[config.mk]
export PLATFORM = sky130hd
export DESIGN_NAME = heart_rate_calc
export DESIGN_NICKNAME = d
export VERILOG_FILES = /design/src/rtl/heart_rate_calc.sv
export SDC_FILE = /design/constraint.sdc
export NUM_CORES = 1
export LEC_CHECK = 0
export BUFFER_PORTS_ARGS = -buffer_cell sky130_fd_sc_hd__buf_2
export CELL_PAD_IN_SITES_DETAIL_PLACEMENT = 1
export CELL_PAD_IN_SITES_GLOBAL_PLACEMENT = 1
export CORE_MARGIN = 1
export CORE_UTILIZATION = 50
export DETAILED_ROUTE_END_ITERATION = 8
export PLACE_DENSITY = 0.79
export SLEW_MARGIN = 30
export SYNTH_ARGS = -nofsm -noshare
export SYNTH_HDL_FRONTEND = slang
export SYNTH_SLANG_ARGS = --single-unit
[constraint.sdc]
create_clock -name i_clk -period 6.6 [get_ports i_clk]
set_clock_uncertainty 0.2 [all_clocks]
set_input_delay 0.66 -clock i_clk [delete_from_list [all_inputs] [get_ports i_clk]]
set_output_delay 0.66 -clock i_clk [all_outputs]
set_load 0.005 [all_outputs]
[src/rtl/heart_rate_calc.sv]
// Heart-rate calculator: peak detection with hysteresis and refractory window, BPM by restoring divide.
// Latency: peak 1 clk after the accepted sample; bpm_valid 17 clk after the peak pulse.
// Backpressure: none, i_sample_valid is always accepted; peaks arriving while busy drop their BPM.
//
// Ports:
//   i_clk, i_reset         clock, asynchronous active-high reset
//   i_sample[W-1:0]        filtered unsigned sample, qualified by i_sample_valid (1-cycle strobe)
//   o_peak                 1-cycle pulse after a peak is declared
//   o_bpm[7:0]             last heart rate (saturates at 255, 0 after signal loss)
//   o_bpm_valid            1-cycle pulse whenever o_bpm is updated
//   o_busy                 divider running
//   o_no_signal            no heartbeat currently tracked
module heart_rate_calc #(
  parameter int W              = 10,
  parameter int SAMPLE_RATE_HZ = 100,
  parameter int HYST           = 8,
  parameter int REFRACT        = 30,
  parameter int MAX_INTERVAL   = 300
) (
  input  logic         i_clk,
  input  logic         i_reset,
  input  logic [W-1:0] i_sample,
  input  logic         i_sample_valid,
  output logic         o_peak,
  output logic [7:0]   o_bpm,
  output logic         o_bpm_valid,
  output logic         o_busy,
  output logic         o_no_signal
);

  localparam logic [15:0] MAX_I     = 16'(MAX_INTERVAL);
  localparam logic [15:0] REFRACT_I = 16'(REFRACT);
  localparam logic [15:0] DIVIDEND  = 16'(60 * SAMPLE_RATE_HZ);
  localparam logic [W:0]  HYST_W    = (W+1)'(HYST);

  typedef enum logic {ST_RISING = 1'b0, ST_FALLING = 1'b1} state_t;

  state_t       r_state, w_state_nxt;
  logic [W-1:0] r_ext, w_ext_nxt;
  logic [15:0]  r_cnt, w_cnt_n;
  logic         r_have_prev;
  logic         r_peak;
  logic         r_no_signal;

  logic [15:0]  r_div_rem, r_div_quo, r_div_dsr;
  logic [4:0]   r_div_step;
  logic         r_busy;
  logic [7:0]   r_bpm;
  logic         r_bpm_valid;
  logic         r_to_pend;

  // Comparisons are done one bit wider so sample+HYST / ext+HYST cannot wrap.
  logic [W:0]   w_s, w_e;
  logic         w_gt, w_lt, w_drop, w_rise, w_refr_ok;
  logic         w_peak_det, w_timeout, w_div_start;

  assign w_cnt_n   = (r_cnt >= MAX_I) ? MAX_I : r_cnt + 16'd1;
  assign w_s       = {1'b0, i_sample};
  assign w_e       = {1'b0, r_ext};
  assign w_gt      = w_s > w_e;
  assign w_lt      = w_s < w_e;
  assign w_drop    = (w_s + HYST_W) <= w_e;
  assign w_rise    = w_s >= (w_e + HYST_W);
  assign w_refr_ok = w_cnt_n >= REFRACT_I;

  // Peak FSM: state register
  always_ff @(posedge i_clk or posedge i_reset) begin
    if (i_reset) begin
      r_state <= ST_RISING;
      r_ext   <= '0;
    end else begin
      r_state <= w_state_nxt;
      r_ext   <= w_ext_nxt;
    end
  end

  // Peak FSM: next state and tracked extreme
  always_comb begin
    w_state_nxt = r_state;
    w_ext_nxt   = r_ext;
    if (i_sample_valid) begin
      case (r_state)
        ST_RISING: begin
          if (w_gt) begin
            w_ext_nxt = i_sample;
          end else if (w_drop && w_refr_ok) begin
            w_state_nxt = ST_FALLING;
            w_ext_nxt   = i_sample;
          end
          // A drop inside the refractory window leaves state and ext untouched.
        end
        ST_FALLING: begin
          if (w_lt) begin
            w_ext_nxt = i_sample;
          end else if (w_rise) begin
            w_state_nxt = ST_RISING;
            w_ext_nxt   = i_sample;
          end
        end
        default: begin
          w_state_nxt = ST_RISING;
        end
      endcase
    end
  end

  // Peak FSM: outputs
  always_comb begin
    w_peak_det  = i_sample_valid && (r_state == ST_RISING) && !w_gt && w_drop && w_refr_ok;
    w_timeout   = i_sample_valid && r_have_prev && (w_cnt_n == MAX_I);
    // cnt_n < MAX also excludes the timeout sample, so a peak there never divides.
    w_div_start = w_peak_det && r_have_prev && (w_cnt_n < MAX_I) && !r_busy;
  end

  // Interval counter and tracking flags
  always_ff @(posedge i_clk or posedge i_reset) begin
    if (i_reset) begin
      r_cnt       <= '0;
      r_have_prev <= 1'b0;
      r_no_signal <= 1'b1;
      r_peak      <= 1'b0;
    end else begin
      r_peak <= w_peak_det;
      if (i_sample_valid) begin
        r_cnt <= w_peak_det ? 16'd0 : w_cnt_n;
        if (w_timeout) begin
          r_have_prev <= 1'b0;
          r_no_signal <= 1'b1;
        end
        // A peak on the timeout sample restarts tracking as a first peak.
        if (w_peak_det) begin
          r_have_prev <= 1'b1;
          r_no_signal <= 1'b0;
        end
      end
    end
  end

  // Restoring divider step: shift in next dividend bit, subtract if it fits.
  logic [16:0] w_rem_sh;
  logic        w_ge;
  logic [15:0] w_diff, w_rem_nx, w_quo_nx;
  logic [7:0]  w_bpm_sat;

  assign w_rem_sh  = {r_div_rem, r_div_quo[15]};
  assign w_ge      = w_rem_sh >= {1'b0, r_div_dsr};
  assign w_diff    = w_rem_sh[15:0] - r_div_dsr;
  assign w_rem_nx  = w_ge ? w_diff : w_rem_sh[15:0];
  assign w_quo_nx  = {r_div_quo[14:0], w_ge};
  assign w_bpm_sat = (|r_div_quo[15:8]) ? 8'hFF : r_div_quo[7:0];

  always_ff @(posedge i_clk or posedge i_reset) begin
    if (i_reset) begin
      r_div_rem   <= '0;
      r_div_quo   <= '0;
      r_div_dsr   <= '0;
      r_div_step  <= '0;
      r_busy      <= 1'b0;
      r_bpm       <= '0;
      r_bpm_valid <= 1'b0;
      r_to_pend   <= 1'b0;
    end else begin
      r_bpm_valid <= 1'b0;
      if (w_div_start) begin
        r_div_dsr  <= w_cnt_n;
        r_div_rem  <= '0;
        r_div_quo  <= DIVIDEND;
        r_div_step <= '0;
        r_busy     <= 1'b1;
      end else if (r_busy) begin
        if (r_div_step == 5'd16) begin
          r_bpm       <= w_bpm_sat;
          r_bpm_valid <= 1'b1;
          r_busy      <= 1'b0;
        end else begin
          r_div_rem  <= w_rem_nx;
          r_div_quo  <= w_quo_nx;
          r_div_step <= r_div_step + 5'd1;
        end
      end else if (r_to_pend) begin
        // Deferred signal-loss update, one cycle after the division result.
        r_bpm       <= '0;
        r_bpm_valid <= 1'b1;
        r_to_pend   <= 1'b0;
      end
      if (w_timeout) begin
        if (r_busy) begin
          r_to_pend <= 1'b1;
        end else begin
          r_bpm       <= '0;
          r_bpm_valid <= 1'b1;
        end
      end
    end
  end

  assign o_peak      = r_peak;
  assign o_bpm       = r_bpm;
  assign o_bpm_valid = r_bpm_valid;
  assign o_busy      = r_busy;
  assign o_no_signal = r_no_signal;

endmodule

After elaboration in Yosys (flattened, before gate mapping):

Index checks and enable logic that the tools add are counted.

* $add $sub $neg: 5
* magnitude comparators: 8
* equal/unequal tests: 5
* mux-type cells: 46
* bitwise logic cells: 1
* reductions and logical operators: 18

Operators by type and width (count)
* 2-to-1 mux 16 bit: 9
* 2-to-1 mux 8 bit: 7
* 2-to-1 mux 10 bit: 4
* adder 10 x 4 -> 11 bit, second input constant: 2
* 2-to-1 mux 1 bit: 21
* one-hot mux 10 bit (2 select lines): 1
* >= comparator 17 x 16 -> 1 bit: 1
* adder 16 x 1 -> 16 bit, second input constant: 1
* equality test 16 x 9 -> 1 bit, second input constant: 1
* >= comparator 16 x 5 -> 1 bit, second input constant: 1
* >= comparator 16 x 9 -> 1 bit, second input constant: 1
* less-than comparator 16 x 9 -> 1 bit, second input constant: 1
* subtractor 16 bit: 1
* 2-to-1 mux 5 bit: 3
* >= comparator 10 x 11 -> 1 bit: 1
* less-or-equal comparator 11 x 10 -> 1 bit: 1
* > comparator 10 bit: 1
* logical AND 1 bit: 10
* less-than comparator 10 bit: 1
* OR reduction 8 bit: 1
* adder 5 x 1 -> 5 bit, second input constant: 1
* equality test 5 bit, second input constant: 1
* AND reduction 2 bit: 2
* nonzero test 2 bit: 2
* 7 further kinds: 8

* register bits after elaboration: 94
* input bits: 13
* logic and storage cells: 97

Logic depth before layout (Yosys ltp):

* depth after elaboration: 11
* gate-level depth with buffers: 15
* gate-level depth less buffers: 13

Worst setup path after synthesis:

OpenSTA, ideal clock, no wires.

* path type: in2reg
* from: input i_sample[3]
* to: register r_div_quo[15]
* arrival time: 2.771 ns
* data required time: 6.267 ns
* slack: 3.496 ns
* stages: 13
* path through: ha_1 -> and3_1 -> xor2_1 -> ha_1 -> a21o_1 -> a21oi_1 -> nand2_1 -> o21ai_0 -> o211a_1 -> nand2_1 -> nor3_1 -> buf_2 -> o31ai_1

* cells in the longest elaborated chain, start to end: 10
* elaborated cells on any way between the ends: 14
* classes of those cells: add/sub: 1; order compare: 2; eq/ne: 1; mux: 1; reduce/logical: 9

RTL lines
* start, declared: RTL line 22 `input logic [W-1:0] i_sample,`
* parallel branches: the longest is 3 deep, another holds adder 10 x 4 -> 11 bit
* logical AND 1 bit (*) (2 in series): RTL line 109 `w_peak_det = i_sample_valid && (r_state == ST_RISING) && !w_gt && w_drop && w_refr_ok;`
* logical AND 1 bit (*) (3 in series): RTL line 112 `w_div_start = w_peak_det && r_have_prev && (w_cnt_n < MAX_I) && !r_busy;`
* != test 2 bit (no source line) or nonzero test 2 bit (tied branches)
* AND reduction 2 bit (no source line)
* end signal, assigned: RTL line 177 `r_div_quo <= w_quo_nx;`
* end, declared: RTL line 45 `logic [15:0] r_div_rem, r_div_quo, r_div_dsr;`

Every way passes the cells marked *.
A chain may end at the register's enable or synchronous reset.

Final worst setup path:

* from: input i_sample[4]
* to: register r_div_dsr[3]

* cells in the longest elaborated chain, start to end: 8
* elaborated cells on any way between the ends: 10
* classes of those cells: add/sub: 1; order compare: 2; reduce/logical: 7

RTL lines
* parallel branches: the longest is 3 deep, another holds adder 10 x 4 -> 11 bit
* logical AND 1 bit (*) (2 in series): RTL line 109
* logical AND 1 bit (*) (3 in series): RTL line 112
* end signal, assigned: RTL line 165 `r_div_dsr <= w_cnt_n;`
* end, declared: RTL line 45

Marked as above.

==> impl_results.md <==
* Status: completed
* Post-CTS Setup Repair Bufs at 0
* Initial Utilization at 51.1%
* Clk_lat worst skew at between 0.3 and 0.4 ns
* Core ar. at 11400 um2
* CTS Sinks at 94
* DRC Markers at 0
* Port Buffers at 24
* Commonest non-fill, non-tap cell in the layout: dfrtp_1
* Crit Path Class: in -> reg
* Yosys top cell by area: dfrtp_1
* Die area at between 10000 and 15000 um2
* Initial antenna violation count at 0
* Top cell type's share of synthesized area at 39.9%
* Post-synthesis cell count at approximately 630
* Vias in the first global route at approximately 4800
* RSZ-0062 raised after global routing: no
* Worst-Margin Slew at 0.908 ns
* CTS tree: yes
* VDD IR max at approximately 0.23 mV
* Setup TNS at 0 ns
* Worst setup path startpoint: i_sample[4]
* Max Cap Viol at 0
* Via-per-instance ratio at 5.82
* Largest net degree at the start of global routing at 77
* Largest fanout on the critical path at 57
* I/O pin total at 25
* Final hold violations at 0
* Top FF cell, synth: dfrtp_1
* ANT cells at 0
* Count of different cell masters after synthesis at 59
* Fin Hold WS at between 0.03 and 0.04 ns
* Syn. warnings at 0
* Critical Path End Type: flip-flop
* Pre-Repair DR Iteration Count at 4
* Routed len/inst at roughly 18 um
* Pre-CTS setup slack at about 2.5 ns
* Die X at between 100 and 150 um
* Leakage power at between 2 and 3 nW
* #FFs+latches synth at between 90 and 100
* Clock transition at the registers of the reported paths at roughly 0.070 ns
* Number of synthesized flops with an enable pin at 0
* H-tree depth at 3
* Startpoint Class: input port
* Multi-input combinational cell area at approximately 3200 um2
* Placer Congestion at about 0.85
* Die height at 110 um
* Final ANT Viol Nets at 0
* Layout cell share with drive strength beyond 1 at around 11%
* Tot GR Track Use at between 20% and 30%
* Vias at ~4600
* Mapped cell area at roughly 5800 um2
* DR iter-0 viols at 209
* Pwr Total at ~0.0032 W
* Area contributors post-synth: dfrtp_1, ha_1, nand3_1
* Hold buffers post-CTS at 0
* First-pass GRT wire length at around 24000 um
* Asr flop ratio synth at 100%
* Nets at 703
* Total grt overflow at 0
* Max Buffers Root-to-Sink at 2
* RR Startpoint: r_ext[7]
* Post-cts gate resize count at 0
* Slew HR at about 40%
* Total CTS buffers at 9
* Fin. max-slew vios at 0
* Net Count, Synth at around 690
* Clock period minus worst slack at 3.79 ns
* CP required at ~6.6 ns
* Syn-to-layout area delta at 8.36%
* Critical Path AT at 3.79 ns
* PD cells at about 510 nW/um2
* Final worst slack at ~2.8 ns
* Sequential cell area fraction in the yosys report at 40.3%
* Commonest non-fill, non-tap cells in the layout: dfrtp_1, nand2_1, inv_1, nor2_1, ha_1
* Clock root cell: clkbuf_16
* Final period util at 57.4%
* Final-layout fill cell count at ~1300
* Sequential cell area at roughly 2400 um2
* Final WL at roughly 14000 um
* Fmax at about 260 MHz
* Worst Hold Class: in -> async
* # setup viols final at 0
* Post-DP HPWL at approximately 9900 um
* # rows at 39
* Syn Area/Cell at a little over 9 um2
## power breakdown
| group | total (W) | internal [W] | switching [W] | leakage (nW) |
|---|---|---|---|---|
| Combinational | 0.00173 | 0.000742 | 0.000985 | 1.65 |
| Sequential | 0.000965 | 0.000792 | 0.000173 | 1.15 |
| Clock | 0.000533 | 0.000297 | 0.000236 | 0.143 |
| Total | 0.00323 | 0.00183 | 0.00139 | 2.94 |
## cell families (layout without fill, tap and decap cells)
logic type               Yosys count  count (layout)  synth area share (%)
AND/OR/NAND/NOR                  206             206                  17.1
AO/OA/AOI/OAI                    150             150                  17.1
adder cells (fa/ha/maj)           47              47                  10.2
flip-flops                        94              94                  40.3
buffers and inverters             74              93                  5.77
XOR/XNOR                          29              29                  4.35
multiplexers                      29              29                  5.21
## final cells by class
| type | instances | share of cell area [%] |
|---|---|---|
| multi-input cells | 461 | 49.8 |
| flip-flops and latches | 94 | 37.2 |
| clock buffers | 10 | 3.62 |
| inverters | 48 | 2.89 |
| well taps | 143 | 2.83 |
| repair buffers | 29 | 2.55 |
| clock inverters | 6 | 1.09 |
## critical path, cell delays in order
cell and delay (ns):
buf_2 0.14, ha_1 0.19, and3_1 0.19, nand3_1 0.10, xnor2_1 0.14, ha_1 0.29, nand3_1 0.12, nor3_1 0.24
a21oi_1 0.07, o21ai_0 0.08, o211a_1 0.27, nand4bb_4 0.73, nor3_1 0.47, a21oi_1 0.09
## Yosys cell counts, drive strengths merged (2+ instances only)
cell type	number
mux2	11
o31a	2
a21oi	32
dfrtp	93
and3	3
or3	3
ha	46
nand4	7
o211a	2
a211oi	11
nor3	15
inv	48
nand3	45
o211ai	3
nor2	49
nor2b	11
a31oi	8
xnor2	20
xor2	9
buf	18
o21ai	41
or2	2
mux2i	18
o21a	8
nand2b	7
o31ai	10
nor4	9
nand2	53
o22ai	4
a31o	2
o2bb2ai	4
clkbuf	8
a21o	10
a22o	3
## final timing paths
check | to | slack [ns] | depth (start not counted)
worst min-delay path | r_ext[7] | 0.03 | 2
worst max-delay path | r_div_dsr[3] | 2.81 | 14
worst max register to register | r_div_dsr[3] | 2.88 | 10
max in group asynchronous | r_cnt[3] | 5.22 | 3
min in group i_clk | o_no_signal | 0.28 | 2
worst min register to register | o_no_signal | 0.28 | 2
## sequential cells by signal, indices dropped and copies added, names as in the netlist
register	flops
r_div_quo	16
r_div_dsr	16
o_bpm_valid	1
r_div_step	5
o_no_signal	1
r_cnt	16
o_peak	1
o_bpm	8
r_have_prev	1
r_to_pend	1
r_div_rem	16
r_state	1
o_busy	1
r_ext	10
## metrics by stage
step / utilization (%) / instance area, um2 / std cells
floorplan: - / 5840 / 629
global placement: 52.8 / 6020 / 775
detailed placement: 52.8 / 6020 / 775
CTS: 55.4 / 6320 / 791
global route: 55.4 / 6320 / 791
finish: 55.4 / 6320 / 791
## per-layer routing
| metal | wire [um] | share of wire (%) | vias up | global-route usage [%] |
|---|---|---|---|---|
| met5 | 0 | 0 | - | 0 |
| met4 | 313 | 2.3 | 0 | 12.1 |
| met3 | 279 | 2.0 | 23 | 3.82 |
| met2 | 6860 | 49 | 46 | 43.9 |
| met1 | 6460 | 46 | 2284 | 31.4 |
| li1 | - | - | 2250 | - |
(Power assumes the default switching activity.)
